### src/rtl/tappy_scancode.sv
// ---------------------------------------------------------------------------
// tappy_scancode
//   Sits behind the tappy PS/2 receiver. It takes tappy's word/done byte
//   stream and folds the Set-2 prefixes (E0 = extended, F0 = break) into one
//   key event per key action. Events are queued in a small FIFO that the
//   consumer reads through a valid/ready port. When the FIFO is close to full,
//   inhibit is raised so tappy holds the PS/2 device off.
//
//   Optional build macro: TAPPY_PAUSE_SEQ_EN
//     defined   : the 8-byte Pause sequence E1 14 77 E1 F0 14 F0 77 (started
//                 from IDLE) becomes one event {ext=1, rel=0, code=0x77}.
//     undefined : E1 is an ordinary scancode and no pause states exist.
//
// Ports
//   sysclk    in   system clock (same clock as tappy)
//   reset     in   asynchronous, active-high reset
//   word[7:0] in   received byte, valid only while done=1
//   done      in   one-cycle strobe: word holds a new byte
//   inhibit   out  backpressure to tappy (registered occupancy threshold)
//   ev_code   out  scancode at the FIFO head
//   ev_ext    out  head event had the E0 prefix
//   ev_rel    out  head event had the F0 prefix (key release)
//   ev_valid  out  FIFO non-empty
//   ev_ready  in   consumer takes the head when ev_valid & ev_ready
//   err_drop  out  sticky: an event was lost because the FIFO was full
//   err_ovr   out  sticky: device sent an overrun code (0x00 or 0xFF)
//   err_clr   in   synchronous clear of both sticky flags (a set wins)
// ---------------------------------------------------------------------------
module tappy_scancode #(
  parameter int DEPTH    = 8,
  parameter int HEADROOM = 2,
  parameter int TIMEOUT  = 1024
) (
  input  logic       sysclk,
  input  logic       reset,
  input  logic [7:0] word,
  input  logic       done,
  output logic       inhibit,
  output logic [7:0] ev_code,
  output logic       ev_ext,
  output logic       ev_rel,
  output logic       ev_valid,
  input  logic       ev_ready,
  output logic       err_drop,
  output logic       err_ovr,
  input  logic       err_clr
);

  localparam int AW  = $clog2(DEPTH);
  localparam int CW  = AW + 1;
  localparam int TW  = $clog2(TIMEOUT);
  localparam int THR = DEPTH - HEADROOM;

  typedef enum logic [3:0] {
    S_IDLE,
    S_EXT,
    S_BRK,
    S_EXTBRK
`ifdef TAPPY_PAUSE_SEQ_EN
    ,
    S_P1,   // seen E1
    S_P2,   // seen E1 14
    S_P3,   // seen E1 14 77
    S_P4,   // seen E1 14 77 E1
    S_P5,   // seen ... F0
    S_P6,   // seen ... F0 14
    S_P7    // seen ... F0 14 F0
`endif
  } state_t;

  // ---------------------------------------------------------------------
  // Decoder state
  // ---------------------------------------------------------------------
  state_t          r_state;
  logic [TW-1:0]   r_tmo;
  logic            r_push;       // event decoded last cycle, written to FIFO this edge
  logic [9:0]      r_push_ev;    // {ext, rel, code}
  logic            r_err_ovr;
  logic            r_err_drop;
  logic            r_inhibit;

  // Next-state decode
  state_t          w_nxt;
  logic            w_emit;
  logic            w_ext;
  logic            w_rel;
  logic            w_ovr;
  logic            w_reproc;     // examine this byte with IDLE rules
  logic            w_is_ovr;
  logic            w_tmo_hit;

  // FIFO
  logic [9:0]      r_mem [DEPTH];
  logic [AW-1:0]   r_wr;
  logic [AW-1:0]   r_rd;
  logic [CW-1:0]   r_count;
  logic            w_pop;
  logic            w_push_ok;
  logic [9:0]      w_head;

  assign w_is_ovr  = (word == 8'h00) || (word == 8'hFF);
  assign w_tmo_hit = (r_state != S_IDLE) && (r_tmo == TW'(TIMEOUT - 1));

  always_comb begin
    w_nxt    = r_state;
    w_emit   = 1'b0;
    w_ext    = 1'b0;
    w_rel    = 1'b0;
    w_ovr    = 1'b0;
    w_reproc = 1'b0;
    if (done) begin
      case (r_state)
        S_IDLE: w_reproc = 1'b1;
        S_EXT: begin
          if (word == 8'hF0)      w_nxt = S_EXTBRK;
          else if (word == 8'hE0) w_nxt = S_EXT;
          else if (w_is_ovr) begin
            w_ovr = 1'b1;
            w_nxt = S_IDLE;
          end else begin
            w_emit = 1'b1;
            w_ext  = 1'b1;
            w_nxt  = S_IDLE;
          end
        end
        S_BRK: begin
          if ((word == 8'hE0) || (word == 8'hF0)) w_nxt = S_BRK;
          else if (w_is_ovr) begin
            w_ovr = 1'b1;
            w_nxt = S_IDLE;
          end else begin
            w_emit = 1'b1;
            w_rel  = 1'b1;
            w_nxt  = S_IDLE;
          end
        end
        S_EXTBRK: begin
          if ((word == 8'hE0) || (word == 8'hF0)) w_nxt = S_EXTBRK;
          else if (w_is_ovr) begin
            w_ovr = 1'b1;
            w_nxt = S_IDLE;
          end else begin
            w_emit = 1'b1;
            w_ext  = 1'b1;
            w_rel  = 1'b1;
            w_nxt  = S_IDLE;
          end
        end
`ifdef TAPPY_PAUSE_SEQ_EN
        // Any mismatch abandons the sequence and the offending byte is
        // decoded again as though it arrived in IDLE.
        S_P1: if (word == 8'h14) w_nxt = S_P2; else w_reproc = 1'b1;
        S_P2: if (word == 8'h77) w_nxt = S_P3; else w_reproc = 1'b1;
        S_P3: if (word == 8'hE1) w_nxt = S_P4; else w_reproc = 1'b1;
        S_P4: if (word == 8'hF0) w_nxt = S_P5; else w_reproc = 1'b1;
        S_P5: if (word == 8'h14) w_nxt = S_P6; else w_reproc = 1'b1;
        S_P6: if (word == 8'hF0) w_nxt = S_P7; else w_reproc = 1'b1;
        S_P7: begin
          if (word == 8'h77) begin
            w_emit = 1'b1;
            w_ext  = 1'b1;
            w_nxt  = S_IDLE;
          end else begin
            w_reproc = 1'b1;
          end
        end
`endif
        default: w_nxt = S_IDLE;
      endcase

      if (w_reproc) begin
        w_nxt = S_IDLE;
        if (word == 8'hE0)      w_nxt = S_EXT;
        else if (word == 8'hF0) w_nxt = S_BRK;
`ifdef TAPPY_PAUSE_SEQ_EN
        else if (word == 8'hE1) w_nxt = S_P1;
`endif
        else if (w_is_ovr)      w_ovr  = 1'b1;
        else                    w_emit = 1'b1;
      end
    end else if (w_tmo_hit) begin
      // Stale prefix: drop it silently.
      w_nxt = S_IDLE;
    end
  end

  // Decoder registers. The event is staged in r_push so it lands in the FIFO
  // one edge after the done cycle.
  always_ff @(posedge sysclk or posedge reset) begin
    if (reset) begin
      r_state   <= S_IDLE;
      r_tmo     <= '0;
      r_push    <= 1'b0;
      r_push_ev <= '0;
      r_err_ovr <= 1'b0;
    end else begin
      r_state   <= w_nxt;
      r_push    <= w_emit;
      r_push_ev <= {w_ext, w_rel, word};
      if (done || (r_state == S_IDLE) || w_tmo_hit) r_tmo <= '0;
      else                                          r_tmo <= r_tmo + 1'b1;
      if (w_ovr)        r_err_ovr <= 1'b1;
      else if (err_clr) r_err_ovr <= 1'b0;
    end
  end

  // ---------------------------------------------------------------------
  // Event FIFO
  // ---------------------------------------------------------------------
  assign ev_valid  = (r_count != '0);
  assign w_pop     = ev_valid & ev_ready;
  // A full FIFO still takes a push when the head leaves in the same cycle.
  assign w_push_ok = r_push && ((r_count < CW'(DEPTH)) || w_pop);
  assign w_head    = r_mem[r_rd];

  always_ff @(posedge sysclk or posedge reset) begin
    if (reset) begin
      for (int i = 0; i < DEPTH; i++) r_mem[i] <= '0;
      r_wr       <= '0;
      r_rd       <= '0;
      r_count    <= '0;
      r_err_drop <= 1'b0;
      r_inhibit  <= 1'b0;
    end else begin
      if (w_push_ok) begin
        r_mem[r_wr] <= r_push_ev;
        r_wr        <= r_wr + 1'b1;
      end
      if (w_pop) r_rd <= r_rd + 1'b1;
      case ({w_push_ok, w_pop})
        2'b10:   r_count <= r_count + 1'b1;
        2'b01:   r_count <= r_count - 1'b1;
        default: r_count <= r_count;
      endcase
      if (r_push && !w_push_ok) r_err_drop <= 1'b1;
      else if (err_clr)         r_err_drop <= 1'b0;
      r_inhibit <= (r_count >= CW'(THR));
    end
  end

  assign ev_ext   = w_head[9];
  assign ev_rel   = w_head[8];
  assign ev_code  = w_head[7:0];
  assign inhibit  = r_inhibit;
  assign err_drop = r_err_drop;
  assign err_ovr  = r_err_ovr;

endmodule

### config.mk
export PLATFORM = sky130hd
export DESIGN_NAME = tappy_scancode
export DESIGN_NICKNAME = d
export VERILOG_FILES = /design/src/rtl/tappy_scancode.sv
export SDC_FILE = /design/constraint.sdc
export NUM_CORES = 1
export LEC_CHECK = 0
export BUFFER_PORTS_ARGS = -buffer_cell sky130_fd_sc_hd__buf_2
export CAP_MARGIN = 15
export CORE_ASPECT_RATIO = 0.6
export CORE_UTILIZATION = 50
export DETAILED_ROUTE_END_ITERATION = 10
export GPL_TIMING_DRIVEN = 0
export PLACE_DENSITY = 0.69
export SYNTH_ARGS = -nofsm -noshare
export SYNTH_HDL_FRONTEND = slang
export SYNTH_SLANG_ARGS = --single-unit
### constraint.sdc
create_clock -name sysclk -period 6.04 [get_ports sysclk]
set_input_delay 0 -clock sysclk [delete_from_list [all_inputs] [get_ports sysclk]]
set_output_delay 0 -clock sysclk [all_outputs]
set_load 0.02 [all_outputs]
==> metrics <==
status completed; FF-to-FF path depth 9; HP Class input port to asynchronous set/reset pin; Post-synth top cells dfrtp_1 (116), mux2_2 (81), mux4_2 (20); final setup margin 3.529 ns; Final Non-Filler Cells 554; Placement Setup Slack 3.534 ns; Crit Path Max Fanout 4; footprint of the multi-input gates 2148 um2; static leakage 0.002784 uW; width of the die 133.5 um; H-tree depth 4; power share of the clock group 28.1%; Syn Std Cell Area 5184 um2; Cells after Synth 350; CP endpoint kind flop; P per Cell Area 513.8 nW/um2; fin area 6158 um2; share of layout cells above drive strength 1 42.00%; row cnt 28; CTS tree built; Ys Warns 0; post-route ant nets 0; Setup CP Type flop to flop; slowest cell on the critical path or4_1; nets@finish 429; Fmax achieved 0.3982 GHz; Final Hold Viols 0; Sw Share 30.64%; Seq/Total Area, Yosys 56.00%; DRC violations left 0; # diodes 0; DR vias 3,058; Final Max Tran Viols 0; DR WL/cell 19.35 um; clk sinks 116; Placed Cells incl. Taps 512; global-route wire length before repair 17,160 um; area post-placement 5513 um2; dpl hpwl 6743 um; Core Util, Final 61.90%; Post-synth EDFFs 0; post-synthesis async set-or-reset flop share 100.0%; CP arrival 2.84 ns; Longest Clk Path Bufs 2; initial core utilization 52.10%; clk slew on worst S/H paths 0.05 ns; Port Buffers 26; RSZ-0062 raised after global routing false; Clk Latency, worst-skew pair 0.41 ns; sequential share of power 37.5%; core region area 9950 um2; maximum VDD drop 0.2326 mV; top_reg_cell synth dfrtp_1; count leader, synth dfrtp_1; post-CTS sizing 0; Post-Route WL 10,720 um; Reg area 2903 um2; Area Growth Syn to Fin 18.80%; Die Area 10,790 um2; I/O Pins 27; die span in y 80.87 um; CP peak stage delay 0.58 ns; Final GP Congestion 0.7976; Net Sw Power 969.5 uW; Worst slew margin 43.19%; Final Skew 0.006644 ns; combinational cell fraction of total power 34.4%; drt first pass iters 4; register bit total from synthesis 116; filler cell count 780; total CTS buffers 17; post-synth net total 370; worst-margin pin slew 0.8521 ns; Worst Path Buf+Inv 1; Avg Inst Size Synth 14.81 um2; cell count along the critical path 9; post-synth top area cell dfrtp_1; Yosys cell types 40; initial antenna violation count 0; final global-route overflow total 0; DR vias/cell 5.520; largest net degree at the start of global routing 67; CTS root buf clkbuf_16; Crit path max-delay family simple AND/OR/NAND/NOR gates; vias in the first global route 3,137; total of max-cap violations 0; Req. time, crit path 6.37 ns; Finish-stage setup viols 0; crit path launch type flop; final worst-path cycle share 41.57%; reg-to-reg slack, setup 3.53 ns; synth top area cells dfrtp_1 (56%), mux2_2 (18%), mux4_2 (8.7%), mux2_4 (2.9%), ha_1 (1.4%); Yosys top cell area share 56.00%; min cycle time layout 2.511 ns; CP Cell Sequence or4_1 > nand2_1 > inv_1 > ha_1 > ha_1 > a21oi_1 > a21oi_1 > nor3_1 > xor2_1; Initial DRC Count 170; TNS Setup 0 ns; global-route usage over all layers 22.35%; internal power 2195 uW
cell type report:
type	count	area share, %
multi-input cells	205	34.88
flip-flops and latches	116	47.14
well taps	135	2.743
clock inverters	7	0.9752
repair buffers	40	4.693
plain buffers	15	1.260
clock buffers	22	7.375
inverters	14	0.9346
worst register-to-register path, stage by stage (launching register included):
cell and delay (ns):
dfrtp_1 0.42, or4_1 0.58, nand2_1 0.17, inv_1 0.07, ha_1 0.23, ha_1 0.33, a21oi_1 0.17, a21oi_1 0.09
nor3_1 0.21, xor2_1 0.17
stage by stage:
stage | power, uW | hold WS [ns]
4_1_cts | 3189 | 0.2437
3_3_place_gp | 2236 | 0.1302
2_1_floorplan | 1997 | 0.03143
3_5_place_dp | 2275 | 0.1376
6_report | 3164 | 0.2539
5_1_grt | 3331 | 0.2683
layout by cell type, fill, tap and decap left out, types with 2 or more instances in the layout:
cell,synthesis,final
clkinv_2,0,6
nor4_1,3,3
inv_1,13,12
and4_1,2,2
buf_6,2,3
buf_2,5,31
o22ai_1,3,3
o21ai_0,2,2
nand4_1,3,3
or4_1,2,2
clkbuf_1,7,11
dfrtp_1,116,116
and2_1,2,2
and3_1,5,5
mux4_2,20,20
inv_4,1,2
nand4b_1,2,2
xnor2_1,8,8
ha_1,6,6
dlygate4sd3_1,0,12
nor2_1,12,12
clkbuf_16,0,17
nor3_1,2,2
mux2_2,81,81
xor2_1,6,6
mux2_4,10,10
nand3_1,7,7
nand2_1,10,10
a21oi_1,6,6
flip-flops by register name, indices dropped and copies added (netlist names):
register   cells
r_state        2
r_push         1
err_ovr        1
r_rd           3
r_mem         80
r_push_ev     10
r_count        4
inhibit        1
err_drop       1
r_tmo         10
r_wr           3
per-layer routing:
| layer | track usage, % | wire length, um | part of all wire, % |
|---|---|---|---|
| met4 | 6.818 | 87 | 0.81 |
| met1 | 31.82 | 5377 | 50 |
| met3 | 6.929 | 526 | 4.9 |
| met5 | 0 | 0 | 0 |
| met2 | 33.02 | 4729 | 44 |
worst paths after layout:
path | from | endpoint
setup / recovery | r_count[0]$_DFFE_PP0P_ | r_count[3]$_DFFE_PP0P_
hold / removal | reset | r_push_ev[2]$_DFF_PP0_
setup reg to reg | r_count[0]$_DFFE_PP0P_ | r_count[3]$_DFFE_PP0P_
hold reg to reg | r_mem[23]$_DFFE_PP0P_ | r_mem[23]$_DFFE_PP0P_
max in group asynchronous | reset | r_mem[58]$_DFFE_PP0P_
min in group sysclk | word[5] | r_push_ev[5]$_DFF_PP0_
power groups by stage:
stage	Combinational [uW]	Sequential, uW	Clock, uW
floorplan	849	1150	0
global placement	1060	1180	0
detailed placement	1090	1190	0
CTS	1100	1180	905
global route	1170	1210	941
finish	1090	1190	890
timing repair:
action | in CTS | in global routing
setup buffers | 0 | 0
hold buffers | 12 | 0
hold endpoints to repair | 67 | 0
cells by family after synthesis:
logic type / after synthesis / synth area share (%)
compound gates: 15 / 1.738
xor+xnor: 14 / 2.365
fa+ha+maj: 7 / 1.834
buf+inv: 29 / 2.559
flops: 116 / 56.00
mux: 112 / 29.37
simple gates: 57 / 6.131
No activity file was read; power rests on OpenSTA's default activity.
